==> src/rtl/pair_pattern_tx_if.sv <==
// Handshake and serial-output bundle for pair_pattern_tx.
// The master side loads patterns; the slave side is the serializer.
interface pair_pattern_tx_if #(
  parameter int WIDTH = 16
);
  logic             load;
  logic [WIDTH-1:0] data;
  logic [4:0]       len;
  logic             ready;
  logic             bit_valid;
  logic             bit_out;
  logic             expect_out;
  logic [3:0]       pair_count;
  logic             done;

  modport master (
    output load, data, len,
    input  ready, bit_valid, bit_out, expect_out, pair_count, done
  );

  modport slave (
    input  load, data, len,
    output ready, bit_valid, bit_out, expect_out, pair_count, done
  );
endinterface

==> src/rtl/pair_pattern_tx.sv <==
// Serializes a loaded pattern LSB first and predicts a pair detector's
// registered output, counting non-overlapping equal-bit pairs.
module pair_pattern_tx #(
  parameter int WIDTH = 16
) (
  input  logic              clock,
  input  logic              reset,
  pair_pattern_tx_if.slave  bus
);

  typedef enum logic [1:0] {IDLE, SHIFT, DONE} state_t;
  typedef enum logic [1:0] {START, ONE, ZERO} model_t;

  state_t           state;
  model_t           model;
  model_t           next_model;
  logic [WIDTH-1:0] shreg;
  logic [4:0]       count;
  logic [4:0]       load_count;
  logic             expect_q;
  logic [3:0]       pairs;
  logic             cur_bit;
  logic             match;

  assign cur_bit = shreg[0];

  // A length of zero or anything above 16 sends a full 16-bit pattern.
  assign load_count = ((bus.len == 5'd0) || (bus.len > 5'd16)) ? 5'd16 : bus.len;

  // Pair detector model: a match consumes both bits of the pair.
  always_comb begin
    match      = 1'b0;
    next_model = START;
    case (model)
      START: next_model = cur_bit ? ONE : ZERO;
      ONE: begin
        if (cur_bit) begin
          next_model = START;
          match      = 1'b1;
        end else begin
          next_model = ZERO;
        end
      end
      ZERO: begin
        if (!cur_bit) begin
          next_model = START;
          match      = 1'b1;
        end else begin
          next_model = ONE;
        end
      end
      default: next_model = START;
    endcase
  end

  always_ff @(posedge clock or posedge reset) begin
    if (reset) begin
      state    <= IDLE;
      model    <= START;
      shreg    <= '0;
      count    <= 5'd0;
      expect_q <= 1'b0;
      pairs    <= 4'd0;
    end else begin
      case (state)
        IDLE: begin
          expect_q <= 1'b0;
          if (bus.load) begin
            shreg <= bus.data;
            count <= load_count;
            pairs <= 4'd0;
            model <= START;
            state <= SHIFT;
          end
        end
        SHIFT: begin
          shreg    <= shreg >> 1;
          count    <= count - 5'd1;
          model    <= next_model;
          expect_q <= match;
          if (match && (pairs != 4'd15)) begin
            pairs <= pairs + 4'd1;
          end
          if (count == 5'd1) begin
            state <= DONE;
          end
        end
        DONE: begin
          expect_q <= 1'b0;
          state    <= IDLE;
        end
        default: begin
          expect_q <= 1'b0;
          state    <= IDLE;
        end
      endcase
    end
  end

  assign bus.ready      = (state == IDLE);
  assign bus.bit_valid  = (state == SHIFT);
  assign bus.bit_out    = (state == SHIFT) && cur_bit;
  assign bus.done       = (state == DONE);
  assign bus.expect_out = expect_q;
  assign bus.pair_count = pairs;

endmodule

==> src/flat_wrapper.sv <==
// flat-port wrapper written by rule: the top's interface ports become plain ports
module pair_pattern_tx_flat 
#(
  parameter int WIDTH = 16
)
  (clock, reset, bus_load, bus_data, bus_len, bus_ready, bus_bit_valid, bus_bit_out, bus_expect_out, bus_pair_count, bus_done);
  pair_pattern_tx_if #(.WIDTH(WIDTH)) bus_i ();
  input  logic clock;
  input  logic reset;
  input wire logic [$bits(bus_i.load)-1:0] bus_load;
  input wire logic [$bits(bus_i.data)-1:0] bus_data;
  input wire logic [$bits(bus_i.len)-1:0] bus_len;
  output wire logic [$bits(bus_i.ready)-1:0] bus_ready;
  output wire logic [$bits(bus_i.bit_valid)-1:0] bus_bit_valid;
  output wire logic [$bits(bus_i.bit_out)-1:0] bus_bit_out;
  output wire logic [$bits(bus_i.expect_out)-1:0] bus_expect_out;
  output wire logic [$bits(bus_i.pair_count)-1:0] bus_pair_count;
  output wire logic [$bits(bus_i.done)-1:0] bus_done;
  assign bus_i.load = bus_load;
  assign bus_i.data = bus_data;
  assign bus_i.len = bus_len;
  assign bus_ready = bus_i.ready;
  assign bus_bit_valid = bus_i.bit_valid;
  assign bus_bit_out = bus_i.bit_out;
  assign bus_expect_out = bus_i.expect_out;
  assign bus_pair_count = bus_i.pair_count;
  assign bus_done = bus_i.done;
  pair_pattern_tx #(.WIDTH(WIDTH)) u_core (.clock(clock), .reset(reset), .bus(bus_i));
endmodule
==> config.mk <==
export PLATFORM = sky130hd
export DESIGN_NAME = pair_pattern_tx_flat
export DESIGN_NICKNAME = d
export VERILOG_FILES = /design/src/rtl/pair_pattern_tx_if.sv /design/src/rtl/pair_pattern_tx.sv /design/src/flat_wrapper.sv
export SDC_FILE = /design/constraint.sdc
export NUM_CORES = 1
export LEC_CHECK = 0
export BUFFER_PORTS_ARGS = -buffer_cell sky130_fd_sc_hd__buf_2
export CAP_MARGIN = 10
export CORE_UTILIZATION = 50
export CTS_CLUSTER_SIZE = 12
export DETAILED_ROUTE_END_ITERATION = 10
export GPL_ROUTABILITY_DRIVEN = 0
export PLACE_DENSITY_LB_ADDON = 0.3
export SETUP_SLACK_MARGIN = 0.2
export SLEW_MARGIN = 20
export SYNTH_ARGS = -nofsm -noshare
export SYNTH_HDL_FRONTEND = slang
export SYNTH_SLANG_ARGS = --single-unit
==> constraint.sdc <==
create_clock -name clock -period 1.9 [get_ports clock]
set_input_delay 0.19 -clock clock [delete_from_list [all_inputs] [get_ports clock]]
set_output_delay 0.19 -clock clock [all_outputs]
set_load 0.02 [all_outputs]
Word-level counts from Yosys, hierarchy flattened
Index checks and enable logic that the tools add are counted.

storage, ports and cells
  bits in read-only memories = 0
  flip-flop bits (word level) = 30
  memories = 0
  input bits = 24
  bits in writable memories = 0
  bits in latches = 0

cells by class
  shift operators = 0
  div/mod/pow operators = 0
  equality and inequality tests = 9
  add/sub/neg operators = 2
  muxes and demuxes = 21
  bitwise gates (word level) = 0
  multipliers = 0
  magnitude comparators = 1
  reductions and logical operators = 10

operators by type and width
  cell                   count
  $pmux W16 S2           1
  $mux W16               1
  $mux W2                5
  $mux W5                2
  $pmux W5 S2            1
  $mux W4                2
  $pmux W2 S2            2
  $pmux W4 S2            1
  $pmux W2 S3            1
  $eq A5 B1 Y1 const B   1
  $gt A5 B5 Y1 const B   1
  $logic_not A5 Y1       1
  $sub A5 B1 Y5 const B  1
  $add A4 B1 Y4 const B  1
  $eq A2 B1 Y1 const B   2
  $eq A2 B2 Y1 const B   2
  $logic_not A2 Y1       2
  $mux W1                4
  $ne A2 B1 Y1 const B   2
  $ne A4 B4 Y1 const B   1
  $reduce_and A2 Y1      2
  $reduce_and A3 Y1      1
  $logic_and A1 B1 Y1    2
  $ne A2 B2 Y1 const B   1
  3 further kinds        3

Depth between registers and ports, before layout
  depth in word-level cells = 5
  mapped depth = 6

Least setup slack after synthesis
Ideal clock, no wire load.

  kind = input -> register
  start = in bus_len[1]
  end = reg u_core.count[0]
  buffers on the path = 0
  setup slack = 0.406 ns
  stages = 6
  data required time = 1.772 ns
  arrival time = 1.366 ns
  cells stage by stage = or4_1 > ha_1 > nand2b_1 > a21oi_1 > o21ai_0 > o31ai_1

between the ends
  longest elaborated chain between the ends = 5

ends and longest elaborated chain
  item                                                     line                   RTL
  from (decl)                                              flat_wrapper.sv:12     input wire logic [$bits(bus_i.len)-1:0] bus_len;
  $gt A5 B5 Y1 / $logic_not A5 Y1 (equally long branches)  pair_pattern_tx.sv:28  assign load_count = ((bus.len == 5'd0) || (bus.len > 5'd16)) ? 5'd16 : bus.len;
  $logic_or A1 B1 Y1 *                                     pair_pattern_tx.sv:28
  $mux W5 *                                                pair_pattern_tx.sv:28
  $mux W5 *                                                pair_pattern_tx.sv:68  if (bus.load) begin
  $pmux W5 S2 *                                            pair_pattern_tx.sv:65  case (state)
  to (signal assigned)                                     pair_pattern_tx.sv:70  count <= load_count;
  to (signal assigned)                                     pair_pattern_tx.sv:78  count <= count - 5'd1;
  to (decl)                                                pair_pattern_tx.sv:18  logic [4:0] count;

Every way passes the cells marked *; elsewhere a longest branch is shown, timed or not. The select of a mux whose other input is x is not followed.
A chain may end at the register's enable or synchronous reset.

Worst setup path in the final report
  start = reg u_core.state[1]
  end = out bus_bit_out

between the ends
  longest elaborated chain between the ends = 2

ends and longest elaborated chain
  item                    line                    RTL
  from (decl)             pair_pattern_tx.sv:14   state_t state;
  from (signal assigned)  pair_pattern_tx.sv:58   state <= IDLE;
  from (signal assigned)  pair_pattern_tx.sv:73   state <= SHIFT;
  from (signal assigned)  pair_pattern_tx.sv:85   state <= DONE;
  $eq A2 B1 Y1            pair_pattern_tx.sv:102  assign bus.bit_out = (state == SHIFT) && cur_bit;
  $logic_and A1 B1 Y1     pair_pattern_tx.sv:102
  to (decl)               flat_wrapper.sv:15      output wire logic [$bits(bus_i.bit_out)-1:0] bus_bit_out;

No other way between the ends.

==> metrics.txt <==
top cells by count, synth=dfrtp_1, nand2_1, o21ai_0; crit start category=flip-flop; count leader, synth=dfrtp_1; Routed wire per std cell=around 14 um; post-detail-place hpwl=approximately 2.3 mm; status=complete, but fails checks; die width=57.66 um; final instance area=0.001813 sq mm; post-synth top area share=approximately half; Rel. slew slack=about 75%; TritonCTS Sinks=30; port bufs=32; minimum clock period=roughly 1.6 ns; area occupied by registers=750.7 sq um; post-layout util=63.55%; Seq/Total Area, Yosys=roughly half; predominant post-synthesis flop cell=dfrtp_1; first-pass GRT wire length=~5.3 mm; Seq cells post-synth=30; Synth warnings=0; max_cap viols=0; Global Route Usage Sum=between 20 and 25%; Internal Power=between 1.5 and 2 mW; total global routing overflow=0; Setup Crit Path Kind=reg2out; Syn Area/Cell=just under 10 sq um; Root Driver=clkbuf_4; Cell Area, Synth=between 0.0015 and 0.002 sq mm; Die H=~58 um; RSZ-0062 raised after global routing=false; initial antenna violation count=0; Final Setup Violations=0; # placed instances=218; Worst-path clk slew=0.10 ns; clk_lat worst skew=~0.33 ns; failing checks=DRC; Switch Pwr=between 1 and 1.5 mW; Sw Ratio=between 40% and 50%; Post-synth EDFFs=0; Ports=33; die footprint=~0.0033 sq mm; Max clock buf depth=2; Hold Path Class=in2reg; dpl ws=around 0.18 ns; core area=between 0.002 and 0.003 sq mm; Clock power frac=13.1%; Seq pwr share=39.2%; final net count=around 220; Comb pwr share=about 48%; maximum VDD drop=0.7935 mV; ys async rst share=100.0%; TNS Setup=0 ns; cells after synthesis=around 160; Final period util=between 80% and 90%; routed vias=approximately 1200; drt pass-1 iters=7; initial core utilization=about 54%; Netlist cell types=36; Non-Filler Instances=227; drt via density=5.458; Power Density=~1700 mW/mm^2; antenna cell count=0; Min Hold Slack=0.1121 ns; drc violations=3; ratio of cells with drive above 1 in the final layout=25.00%; CTS tree=done; footprint of the multi-input gates=between 700 and 800 sq um; CP Capture Type=output pin; Hold Vio Cnt, Final=0; post-cts resize count=0; Post CTS Setup Buffer Count=0; Mapped Nets=about 190; Worst Clk Skew=slightly above 0.005 ns; Crit path required time=approximately 1.7 ns; initial DRC count=43; Leak Pwr=approximately 0.9 nW; largest cells by area after synthesis=dfrtp_1, mux2i_1, o21ai_0; Peak Freq=0.6304 GHz; CP Max Fanout=7; cell type with the largest total area after synthesis=dfrtp_1; Routed WL=3.097 mm; Final Max Slew Viols=0; Final Power=approximately 3 mW; Layout fillers=between 200 and 300; worst slew pin tran=~0.38 ns; Max H-tree Level=2; vias in the first global route=1226; Inserted Clock Buffers=5; row count=19; CP arrival=~1.4 ns; Area Growth Syn to Fin=17.04%; Placed Area=roughly 0.0017 sq mm; post-route setup slack=approximately 0.31 ns; Antenna Nets Post-Route=0; largest net degree at the start of global routing=31
power by group through the flow:
stage	clock network (mW)	logic (mW)	registers [mW]
6_report	0.395	1.44	1.18
5_1_grt	0.444	1.61	1.23
4_1_cts	0.409	1.45	1.18
3_5_place_dp	0	1.44	1.19
3_3_place_gp	0	1.38	1.16
2_1_floorplan	0	1.13	1.16
state kept, by name (all words and copies together), names as in the netlist:
| name | count |
|---|---|
| u_core.bus.expect_out | 1 |
| u_core.bus.pair_count | 4 |
| u_core.count | 5 |
| u_core.model | 2 |
| u_core.shreg | 16 |
| u_core.state | 2 |
routing by layer:
layer  global-route usage (%)  up-vias  routed length, um
met5                        0        -                  0
met3                    4.911       10                156
met1                    27.21      571               1383
li1                         -      622                  -
met2                    34.55       36               1492
met4                    11.90        0                 65
kinds of logic (layout without fill, tap and decap cells):
group                      count (synthesis)  in the layout  synth area share, %
buffers and inverters                     15             54                4.926
muxes                                     17             17                10.99
DFF                                       30             30                48.47
AOI/OAI and AO/OA                         39             39                15.35
and+or+nand+nor                           52             52                17.04
adders and majority gates                  4              4                3.231
timing repair:
action / 4_1_cts / 5_1_grt
setup endpoints to repair: 0 / 0
hold buffers: 1 / 0
endpoints found under the hold margin: 30 / 0
cell type report:
class,instances,share of cell area (%)
timing repair buffer,38,11.46
sequential,30,41.41
clock buffer,7,3.037
tap,31,2.139
multi-input combinational,112,40.03
inverter,8,1.656
clock inverter,1,0.2761
cells in the final DEF (no fill, tap or decap), drive strengths merged, types with 2 or more instances in the layout:
master	count
buf	37
dfrtp	30
ha	4
o21ai	20
a31oi	3
inv	8
clkbuf	7
nand2	26
nand3b	3
mux2i	17
a21oi	7
nand2b	2
nor2	7
nor2b	4
nor3	2
nand3	2
worst max-delay path, cell delays in order, from the launching register on:
cell and delay, ns:
dfrtp_1 0.45, nand2b_4 0.17, inv_1 0.15, and2_1 0.15, buf_2 0.15
path summary, 6_finish.rpt:
check                                       startpoint                                   end  slack [ns]  cells past startpoint
max in group asynchronous                        reset           u_core.shreg[2]$_DFFE_PP0P_        1.14                      4
max                        u_core.state[1]$_DFFE_PP0P_                           bus_bit_out        0.31                      4
min reg2reg                u_core.shreg[1]$_DFFE_PP0P_           u_core.shreg[1]$_DFFE_PP0P_        0.49                      2
min                                       bus_data[15]          u_core.shreg[15]$_DFFE_PP0P_        0.11                      2
max reg2reg                u_core.state[1]$_DFFE_PP0P_           u_core.shreg[9]$_DFFE_PP0P_        0.43                      5
min in group asynchronous                        reset  u_core.bus.pair_count[0]$_DFFE_PP0P_        0.48                      4
Note: power is estimated with default switching activity, not from simulation.
